[config.mk]
export PLATFORM = sky130hd
export DESIGN_NAME = keycode_mailbox
export DESIGN_NICKNAME = d
export VERILOG_FILES = /design/src/rtl/keycode_pkg.sv /design/src/rtl/keycode_fifo.sv /design/src/rtl/keycode_mailbox.sv
export SDC_FILE = /design/constraint.sdc
export NUM_CORES = 1
export LEC_CHECK = 0
export CAP_MARGIN = 25
export CORE_MARGIN = 2
export CORE_UTILIZATION = 40
export DETAILED_ROUTE_END_ITERATION = 8
export GPL_ROUTABILITY_DRIVEN = 1
export SYNTH_ARGS = -nofsm -noshare
export SYNTH_HDL_FRONTEND = slang
export SYNTH_SLANG_ARGS = --single-unit
[constraint.sdc]
create_clock -name clk_clk -period 1.88 [get_ports clk_clk]
set_input_delay 0.188 -clock clk_clk [delete_from_list [all_inputs] [get_ports clk_clk]]
set_output_delay 0.188 -clock clk_clk [all_outputs]
set_load 0.01 [all_outputs]
[src/rtl/keycode_pkg.sv]
// keycode_pkg: shared types and constants for the PS/2 keycode mailbox.
//   - parser state enum, PS/2 prefix/status byte values
//   - bit positions of the keycode status word and the keycode_reset controls
//   - FIFO entry struct and a count-saturation helper
package keycode_pkg;

    localparam int unsigned CODE_W = 8;
    localparam int unsigned SEQ_W  = 8;
    localparam int unsigned SKIP_W = 8;

    typedef enum logic [2:0] {
        IDLE,
        EXT,
        BRK,
        EXT_BRK,
        SKIP
    } parse_state_e;

    localparam logic [7:0] PS2_EXT   = 8'hE0;
    localparam logic [7:0] PS2_BRK   = 8'hF0;
    localparam logic [7:0] PS2_PAUSE = 8'hE1;
    localparam logic [7:0] PS2_BAT   = 8'hAA;
    localparam logic [7:0] PS2_ACK   = 8'hFA;

    // keycode status word layout
    localparam int unsigned KC_VALID    = 31;
    localparam int unsigned KC_OVF      = 30;
    localparam int unsigned KC_CNT_LSB  = 27;
    localparam int unsigned KC_SEQ_LSB  = 16;
    localparam int unsigned KC_EXT      = 9;
    localparam int unsigned KC_BRK      = 8;
    localparam int unsigned KC_CODE_LSB = 0;

    // keycode_reset control bits
    localparam int unsigned KR_POP   = 0;
    localparam int unsigned KR_CLR   = 1;
    localparam int unsigned KR_FLUSH = 2;

    typedef struct packed {
        logic [SEQ_W-1:0]  seq;
        logic              ext;
        logic              brk;
        logic [CODE_W-1:0] code;
    } entry_t;

    // Count field is 3 bits wide and saturates at 7.
    function automatic logic [2:0] sat_count(input logic [3:0] c);
        return (c > 4'd7) ? 3'd7 : c[2:0];
    endfunction

endpackage

[src/rtl/keycode_fifo.sv]
// keycode_fifo: synchronous FIFO of keycode entries.
//   clk, reset     : clock, synchronous active-high reset
//   push, wr_entry : write request and data
//   pop            : drop head entry (ignored when empty)
//   flush          : empty the FIFO; overrides push and pop
//   head_c         : head entry (meaningful only when count != 0)
//   count          : number of stored entries
//   push_ok_c      : push is accepted this cycle
module keycode_fifo
    import keycode_pkg::*;
#(
    parameter  int unsigned DEPTH = 4,
    localparam int unsigned AW    = (DEPTH > 1) ? $clog2(DEPTH) : 1,
    localparam int unsigned CNT_W = AW + 1
) (
    input  logic             clk,
    input  logic             reset,
    input  logic             push,
    input  entry_t           wr_entry,
    input  logic             pop,
    input  logic             flush,
    output entry_t           head_c,
    output logic [CNT_W-1:0] count,
    output logic             push_ok_c
);

    entry_t          mem [DEPTH];
    logic [AW-1:0]   wr_ptr;
    logic [AW-1:0]   rd_ptr;
    logic            pop_ok_c;

    // A pop on a full FIFO frees the slot the same-cycle push lands in.
    assign pop_ok_c  = pop & ~flush & (count != '0);
    assign push_ok_c = push & ~flush & ((count != CNT_W'(DEPTH)) | pop_ok_c);
    assign head_c    = mem[rd_ptr];

    // Storage array, no reset needed.
    always_ff @(posedge clk) begin
        if (push_ok_c) begin
            mem[wr_ptr] <= wr_entry;
        end
    end

    // Pointers and occupancy.
    always_ff @(posedge clk) begin
        if (reset) begin
            wr_ptr <= '0;
            rd_ptr <= '0;
            count  <= '0;
        end else if (flush) begin
            wr_ptr <= '0;
            rd_ptr <= '0;
            count  <= '0;
        end else begin
            if (push_ok_c) begin
                wr_ptr <= wr_ptr + AW'(1);
            end
            if (pop_ok_c) begin
                rd_ptr <= rd_ptr + AW'(1);
            end
            case ({push_ok_c, pop_ok_c})
                2'b10:   count <= count + CNT_W'(1);
                2'b01:   count <= count - CNT_W'(1);
                default: count <= count;
            endcase
        end
    end

endmodule

[src/rtl/keycode_mailbox.sv]
// keycode_mailbox: PS/2 byte stream -> make/break event FIFO -> HPS status word.
//   clk_clk        : system clock
//   reset_reset    : synchronous active-high reset
//   ps2_byte       : received PS/2 byte, qualified by ps2_byte_valid
//   ps2_byte_valid : one-cycle byte strobe
//   keycode_reset  : HPS control word; rising edges of bit0 pop, bit1 clear overflow, bit2 flush
//   keycode        : status word {valid, overflow, count, seq, ext, brk, code}
//   fifo_full      : FIFO holds DEPTH entries
module keycode_mailbox
    import keycode_pkg::*;
#(
    parameter int unsigned DEPTH         = 4,
    parameter int unsigned FILTER_REPEAT = 1,
    parameter int unsigned E1_SKIP       = 7
) (
    input  logic        clk_clk,
    input  logic        reset_reset,
    input  logic [7:0]  ps2_byte,
    input  logic        ps2_byte_valid,
    input  logic [31:0] keycode_reset,
    output logic [31:0] keycode,
    output logic        fifo_full
);

    localparam int unsigned AW    = (DEPTH > 1) ? $clog2(DEPTH) : 1;
    localparam int unsigned CNT_W = AW + 1;

    parse_state_e       state;
    logic [SKIP_W-1:0]  skip_cnt;
    logic               last_v;
    logic               last_ext;
    logic [CODE_W-1:0]  last_code;
    logic               emit_v;
    logic               emit_ext;
    logic               emit_brk;
    logic [CODE_W-1:0]  emit_code;

    logic               is_ext_c;
    logic               is_brk_c;
    logic               cand_v_c;
    logic               cand_ext_c;
    logic               cand_brk_c;
    logic               drop_c;

    logic [2:0]         sw_q;
    logic               pop_p;
    logic               clr_p;
    logic               flush_p;
    logic               unused_sw_bits;

    logic [SEQ_W-1:0]   seq;
    logic               overflow;
    entry_t             wr_entry_c;
    entry_t             head_c;
    logic [CNT_W-1:0]   fifo_count;
    logic               push_ok_c;
    logic [31:0]        kc_next_c;

    assign is_ext_c       = (ps2_byte == PS2_EXT);
    assign is_brk_c       = (ps2_byte == PS2_BRK);
    assign unused_sw_bits = ^keycode_reset[31:3];

    // Classify the current byte: does it complete an event, and of which kind.
    always_comb begin
        cand_v_c   = 1'b0;
        cand_ext_c = 1'b0;
        cand_brk_c = 1'b0;
        if (ps2_byte_valid) begin
            case (state)
                IDLE: begin
                    cand_v_c = ~is_ext_c & ~is_brk_c & (ps2_byte != PS2_PAUSE) &
                               (ps2_byte != PS2_BAT) & (ps2_byte != PS2_ACK);
                end
                EXT: begin
                    cand_v_c   = ~is_ext_c & ~is_brk_c;
                    cand_ext_c = 1'b1;
                end
                BRK: begin
                    cand_v_c   = ~is_ext_c & ~is_brk_c;
                    cand_brk_c = 1'b1;
                end
                EXT_BRK: begin
                    cand_v_c   = ~is_ext_c & ~is_brk_c;
                    cand_ext_c = 1'b1;
                    cand_brk_c = 1'b1;
                end
                default: begin
                end
            endcase
        end
        // Typematic repeat: same make as the last one with no break between.
        drop_c = (FILTER_REPEAT != 0) & cand_v_c & ~cand_brk_c & last_v &
                 (last_ext == cand_ext_c) & (last_code == ps2_byte);
    end

    // Parser FSM, repeat-filter memory and registered emit.
    always_ff @(posedge clk_clk) begin
        if (reset_reset) begin
            state     <= IDLE;
            skip_cnt  <= '0;
            last_v    <= 1'b0;
            last_ext  <= 1'b0;
            last_code <= '0;
            emit_v    <= 1'b0;
            emit_ext  <= 1'b0;
            emit_brk  <= 1'b0;
            emit_code <= '0;
        end else begin
            emit_v <= cand_v_c & ~drop_c;
            if (cand_v_c) begin
                emit_ext  <= cand_ext_c;
                emit_brk  <= cand_brk_c;
                emit_code <= ps2_byte;
                if (cand_brk_c) begin
                    last_v <= 1'b0;
                end else begin
                    last_v    <= 1'b1;
                    last_ext  <= cand_ext_c;
                    last_code <= ps2_byte;
                end
            end
            if (ps2_byte_valid) begin
                case (state)
                    IDLE: begin
                        if (is_ext_c) begin
                            state <= EXT;
                        end else if (is_brk_c) begin
                            state <= BRK;
                        end else if ((ps2_byte == PS2_PAUSE) && (E1_SKIP != 0)) begin
                            state    <= SKIP;
                            skip_cnt <= SKIP_W'(E1_SKIP);
                        end
                    end
                    EXT: begin
                        if (is_brk_c) begin
                            state <= EXT_BRK;
                        end else if (!is_ext_c) begin
                            state <= IDLE;
                        end
                    end
                    BRK, EXT_BRK: begin
                        state <= IDLE;
                    end
                    SKIP: begin
                        skip_cnt <= skip_cnt - SKIP_W'(1);
                        if (skip_cnt <= SKIP_W'(1)) begin
                            state <= IDLE;
                        end
                    end
                    default: begin
                        state <= IDLE;
                    end
                endcase
            end
        end
    end

    // Rising-edge detect on the software control bits.
    always_ff @(posedge clk_clk) begin
        if (reset_reset) begin
            sw_q    <= '0;
            pop_p   <= 1'b0;
            clr_p   <= 1'b0;
            flush_p <= 1'b0;
        end else begin
            sw_q    <= keycode_reset[2:0];
            pop_p   <= keycode_reset[KR_POP]   & ~sw_q[KR_POP];
            clr_p   <= keycode_reset[KR_CLR]   & ~sw_q[KR_CLR];
            flush_p <= keycode_reset[KR_FLUSH] & ~sw_q[KR_FLUSH];
        end
    end

    always_comb begin
        wr_entry_c      = '0;
        wr_entry_c.seq  = seq;
        wr_entry_c.ext  = emit_ext;
        wr_entry_c.brk  = emit_brk;
        wr_entry_c.code = emit_code;
    end

    keycode_fifo #(
        .DEPTH (DEPTH)
    ) u_fifo (
        .clk       (clk_clk),
        .reset     (reset_reset),
        .push      (emit_v),
        .wr_entry  (wr_entry_c),
        .pop       (pop_p),
        .flush     (flush_p),
        .head_c    (head_c),
        .count     (fifo_count),
        .push_ok_c (push_ok_c)
    );

    // Sequence stamp and sticky overflow; a flushed push is not an overflow.
    always_ff @(posedge clk_clk) begin
        if (reset_reset) begin
            seq      <= '0;
            overflow <= 1'b0;
        end else begin
            if (push_ok_c) begin
                seq <= seq + SEQ_W'(1);
            end
            overflow <= (overflow & ~clr_p) | (emit_v & ~flush_p & ~push_ok_c);
        end
    end

    // Status word assembly; entry fields read as zero when empty.
    always_comb begin
        kc_next_c                        = '0;
        kc_next_c[KC_OVF]                = overflow;
        kc_next_c[KC_CNT_LSB +: 3]       = sat_count(4'(fifo_count));
        if (fifo_count != '0) begin
            kc_next_c[KC_VALID]              = 1'b1;
            kc_next_c[KC_SEQ_LSB +: SEQ_W]   = head_c.seq;
            kc_next_c[KC_EXT]                = head_c.ext;
            kc_next_c[KC_BRK]                = head_c.brk;
            kc_next_c[KC_CODE_LSB +: CODE_W] = head_c.code;
        end
    end

    always_ff @(posedge clk_clk) begin
        if (reset_reset) begin
            keycode   <= '0;
            fifo_full <= 1'b0;
        end else begin
            keycode   <= kc_next_c;
            fifo_full <= (fifo_count == CNT_W'(DEPTH));
        end
    end

endmodule

==> results.py <==
metrics = {
    "logic_synthesis": {
        "synth_ff_type": "dfxtp_1",
        "synth_compound_area_share_pct": 6.91,
        "synth_xor_area_share_pct": 3.80,
        "ys_ff_latch": 150,
        "syn_area_per_cell_sq_um": 13.3,
        "synth_area_leaders": "edfxtp_1 36%, dfxtp_1 26%, mux4_2 6.8%",
        "synthMuxAreaShare_pct": 8.76,
        "ys_seq_area_share_pct": 62.1,
        "synthCells": 451,
        "synth_commonest_cells": "78 x dfxtp_1, 72 x edfxtp_1, 39 x nor2_1",
        "synth.yosys.warnings": 0,
        "yosys.area_share.simple_pct": 12.9,
        "yosysTopAreaCellShare_pct": 36.1,
        "yosysMostFrequentCell": "dfxtp_1",
        "synth.largest_area_cell": "edfxtp_1",
        "netlist_area_sq_um": 6000,
        "synth_top_family_by_area": "simple AND/OR/NAND/NOR gates",
        "synth_edf_count": 72,
        "yosys.area_share.adder_pct": 1.79,
        "synth.distinct_cells": 56,
        "synthArstFlopShare_pct": 0,
    },
    "critical_path": {
        "worstPathMaxFanout": 4,
        "start_kind": "flop",
        "cp-end-kind": "flop",
        "crit_path_start": "u_fifo.count[2]",
        "cp.required_ns": 2.18,
        "r2r_start": "u_fifo.count[2]",
        "crit_arrival_ns": 2.10,
        "critPathKind": "flop to flop",
    },
    "floorplan": {
        "ios": 76,
        "core-area_sq_um": 14600,
        "row_count": 44,
        "die_area_sq_um": 16000,
        "fp.dieH_um": 126,
        "initial_core_util_pct": 41.1,
        "die_w_um": 126,
    },
    "global_route": {
        "antenna_found_initial": 0,
        "grt_pass1_vias": 3748,
        "grt_util_met1_pct": 17.0,
        "busiest_layer": "met2",
        "grt_max_degree": 26,
        "grt_pass1_wl_um": 18100,
        "gr-usage-met2_pct": 25.4,
        "use_met3_pct": 3.80,
        "grtUsageTotal_pct": 14.6,
        "grt_overflow": 0,
    },
    "route": {
        "drt-total-wl_um": 11000,
        "drc": 0,
        "drt-initial-drc-count": 209,
        "wl_per_cell_um": 15.4,
        "postRouteAntennaNets": 0,
        "drt-vias-per-instance": 5.08,
        "first_pass_iters": 4,
        "vias": 3647,
    },
    "min_path": {
        "hp-start": "keycode_reset[1]",
        "hp-class": "input pin to flop",
    },
    "power_and_ir_drop": {
        "report.power.total_uw": 7710,
        "ir_worst_vdd_mv": 0.680,
        "p_leak_uw": 0.00270,
        "powerDensity_nw_per_um2": 1030,
    },
    "timing": {
        "fin_crit_ns": 1.79,
        "hold_viol_final": 0,
        "fin_skew_ns": 0.00693,
        "slew-limit-headroom_pct": 66.8,
        "setup_viol": 0,
        "tightest_slew_ns": 0.493,
        "finalMaxSlewViolations": 0,
        "timing.final.crit_share_pct": 95.4,
        "max_freq_mhz": 558,
    },
    "cells_and_area": {
        "diodes": 0,
        "drive_gt1_share_pct": 19.9,
        "syn2layout_area_growth_pct": 24.6,
        "design_area_sq_um": 7470,
        "nNetsFinal": 572,
    },
    "cts": {
        "cts_root_buf": "clkbuf_16",
        "cts_inserted_buffers": 17,
        "worst_skew_pair.late_latency_ns": 0.42,
        "cts_max_level": 4,
        "post_cts_buffers": 0,
        "clockBufferDepth": 2,
        "cts.reportedPaths.clkPinSlew_ns": 0.05,
        "cts_tree": "yes",
        "cts.sinks": 150,
    },
    "placed_design": {
        "hpwl_um": 7100,
        "place_area_sq_um": 6810,
        "globalplace.congestion": 0.807,
        "port-buffer-count": 37,
    },
    "run_status": {
        "status": "finished clean",
    },
    "job": {
        "cap_violations": 0,
    },
}
[logic make-up after synthesis]
kind of cell,count (synthesis)
DFF,150
and+or+nand+nor,137
muxes,30
AOI/OAI and AO/OA,55
xor gates and xnor gates,26
other,1
buffers and inverters,44
adders and majority gates,8
[per-layer routing]
| metal | share of wire (%) | wire length [um] |
|---|---|---|
| met5 | 0 | 0 |
| met4 | 1.4 | 160 |
| met3 | 2.9 | 318 |
| met2 | 51 | 5610 |
| met1 | 45 | 4960 |
[final cells by class]
class,count,area [sq um]
tap,184,230
fill,1220,7120
clock buffer,24,513
clock inverter,8,140
multi-input combinational,265,2090
inverter,13,48.8
timing repair buffer,74,723
sequential,150,3730
[cell usage in the layout (no fill, tap or decap), types with 4 or more instances in the layout]
| cell | netlist | layout |
|---|---|---|
| dfxtp_1 | 78 | 75 |
| clkbuf_8 | 0 | 4 |
| conb_1 | 1 | 9 |
| o21ai_0 | 4 | 4 |
| and3_1 | 4 | 4 |
| nand4_1 | 4 | 4 |
| xor2_1 | 16 | 16 |
| inv_1 | 13 | 13 |
| a21oi_1 | 16 | 15 |
| nor3_1 | 9 | 8 |
| o31ai_1 | 8 | 8 |
| edfxtp_1 | 72 | 72 |
| xnor2_1 | 10 | 10 |
| nor2b_1 | 29 | 29 |
| a211oi_1 | 4 | 4 |
| nand3_1 | 4 | 4 |
| nor2_1 | 39 | 39 |
| clkbuf_16 | 0 | 18 |
| mux2i_1 | 12 | 12 |
| and2_1 | 4 | 4 |
| clkdlybuf4s50_1 | 0 | 37 |
| buf_4 | 9 | 31 |
| buf_12 | 0 | 6 |
| nor4_1 | 5 | 5 |
| mux4_2 | 18 | 18 |
| nand2_1 | 14 | 14 |
| ha_1 | 7 | 7 |
| bufinv_16 | 0 | 4 |
| o211ai_1 | 8 | 8 |
[through the flow]
step / hold WS, ns / util (%) / setup TNS [ns] / std cells / worst slack, ns
global route: 0.351 / 51.2 / -0.00767 / 718 / -0.00767
finish: 0.341 / 51.2 / 0 / 718 / 0.0872
global placement: 0.371 / 46.7 / -3.26 / 686 / -0.161
CTS: 0.330 / 51.1 / 0 / 718 / 0.0841
detailed placement: 0.371 / 46.7 / -4.19 / 686 / -0.184
floorplan: 0.267 / - / 0 / 459 / 0.00670
[state kept, by name, summed over array words and instances (netlist names), 2 cells and up]
signal,flops
state,3
u_fifo.mem,72
u_fifo.rd_ptr,2
seq,8
u_fifo.count,3
skip_cnt,8
emit_code,8
sw_q,3
u_fifo.wr_ptr,2
keycode,23
last_code,8
[where the power goes]
group / internal [uW] / total (uW) / leakage (uW) / switching [uW]
combinational: 243 / 483 / 0.00107 / 240
clock: 2430 / 3660 / 0.000317 / 1230
sequential: 3510 / 3570 / 0.00132 / 52.1
total: 6190 / 7710 / 0.00270 / 1520
[critical path, stage by stage (launching register included)]
cell and delay, ns:
dfxtp_2 0.36, nor3_1 0.08, nor3b_2 0.19, nand2_1 0.09, fa_1 0.39, nor2b_1 0.15, mux2i_1 0.19, xor2_1 0.17
nor2_1 0.05
[path summary, 6_finish.rpt]
check	endpoint	slack, ns	cells past startpoint
max	u_fifo.count[2]	0.09	8
min	sw_q[1]	0.34	2
max reg2reg	u_fifo.count[2]	0.09	8
min reg2reg	flush_p	0.38	1
[what timing repair did]
action                                  CTS  global route
hold endpoints to repair                  0             0
hold buffers                              0             0
endpoints found under the setup margin    0             2
resized for setup                         0             5
No activity file was read; power rests on OpenSTA's default activity.
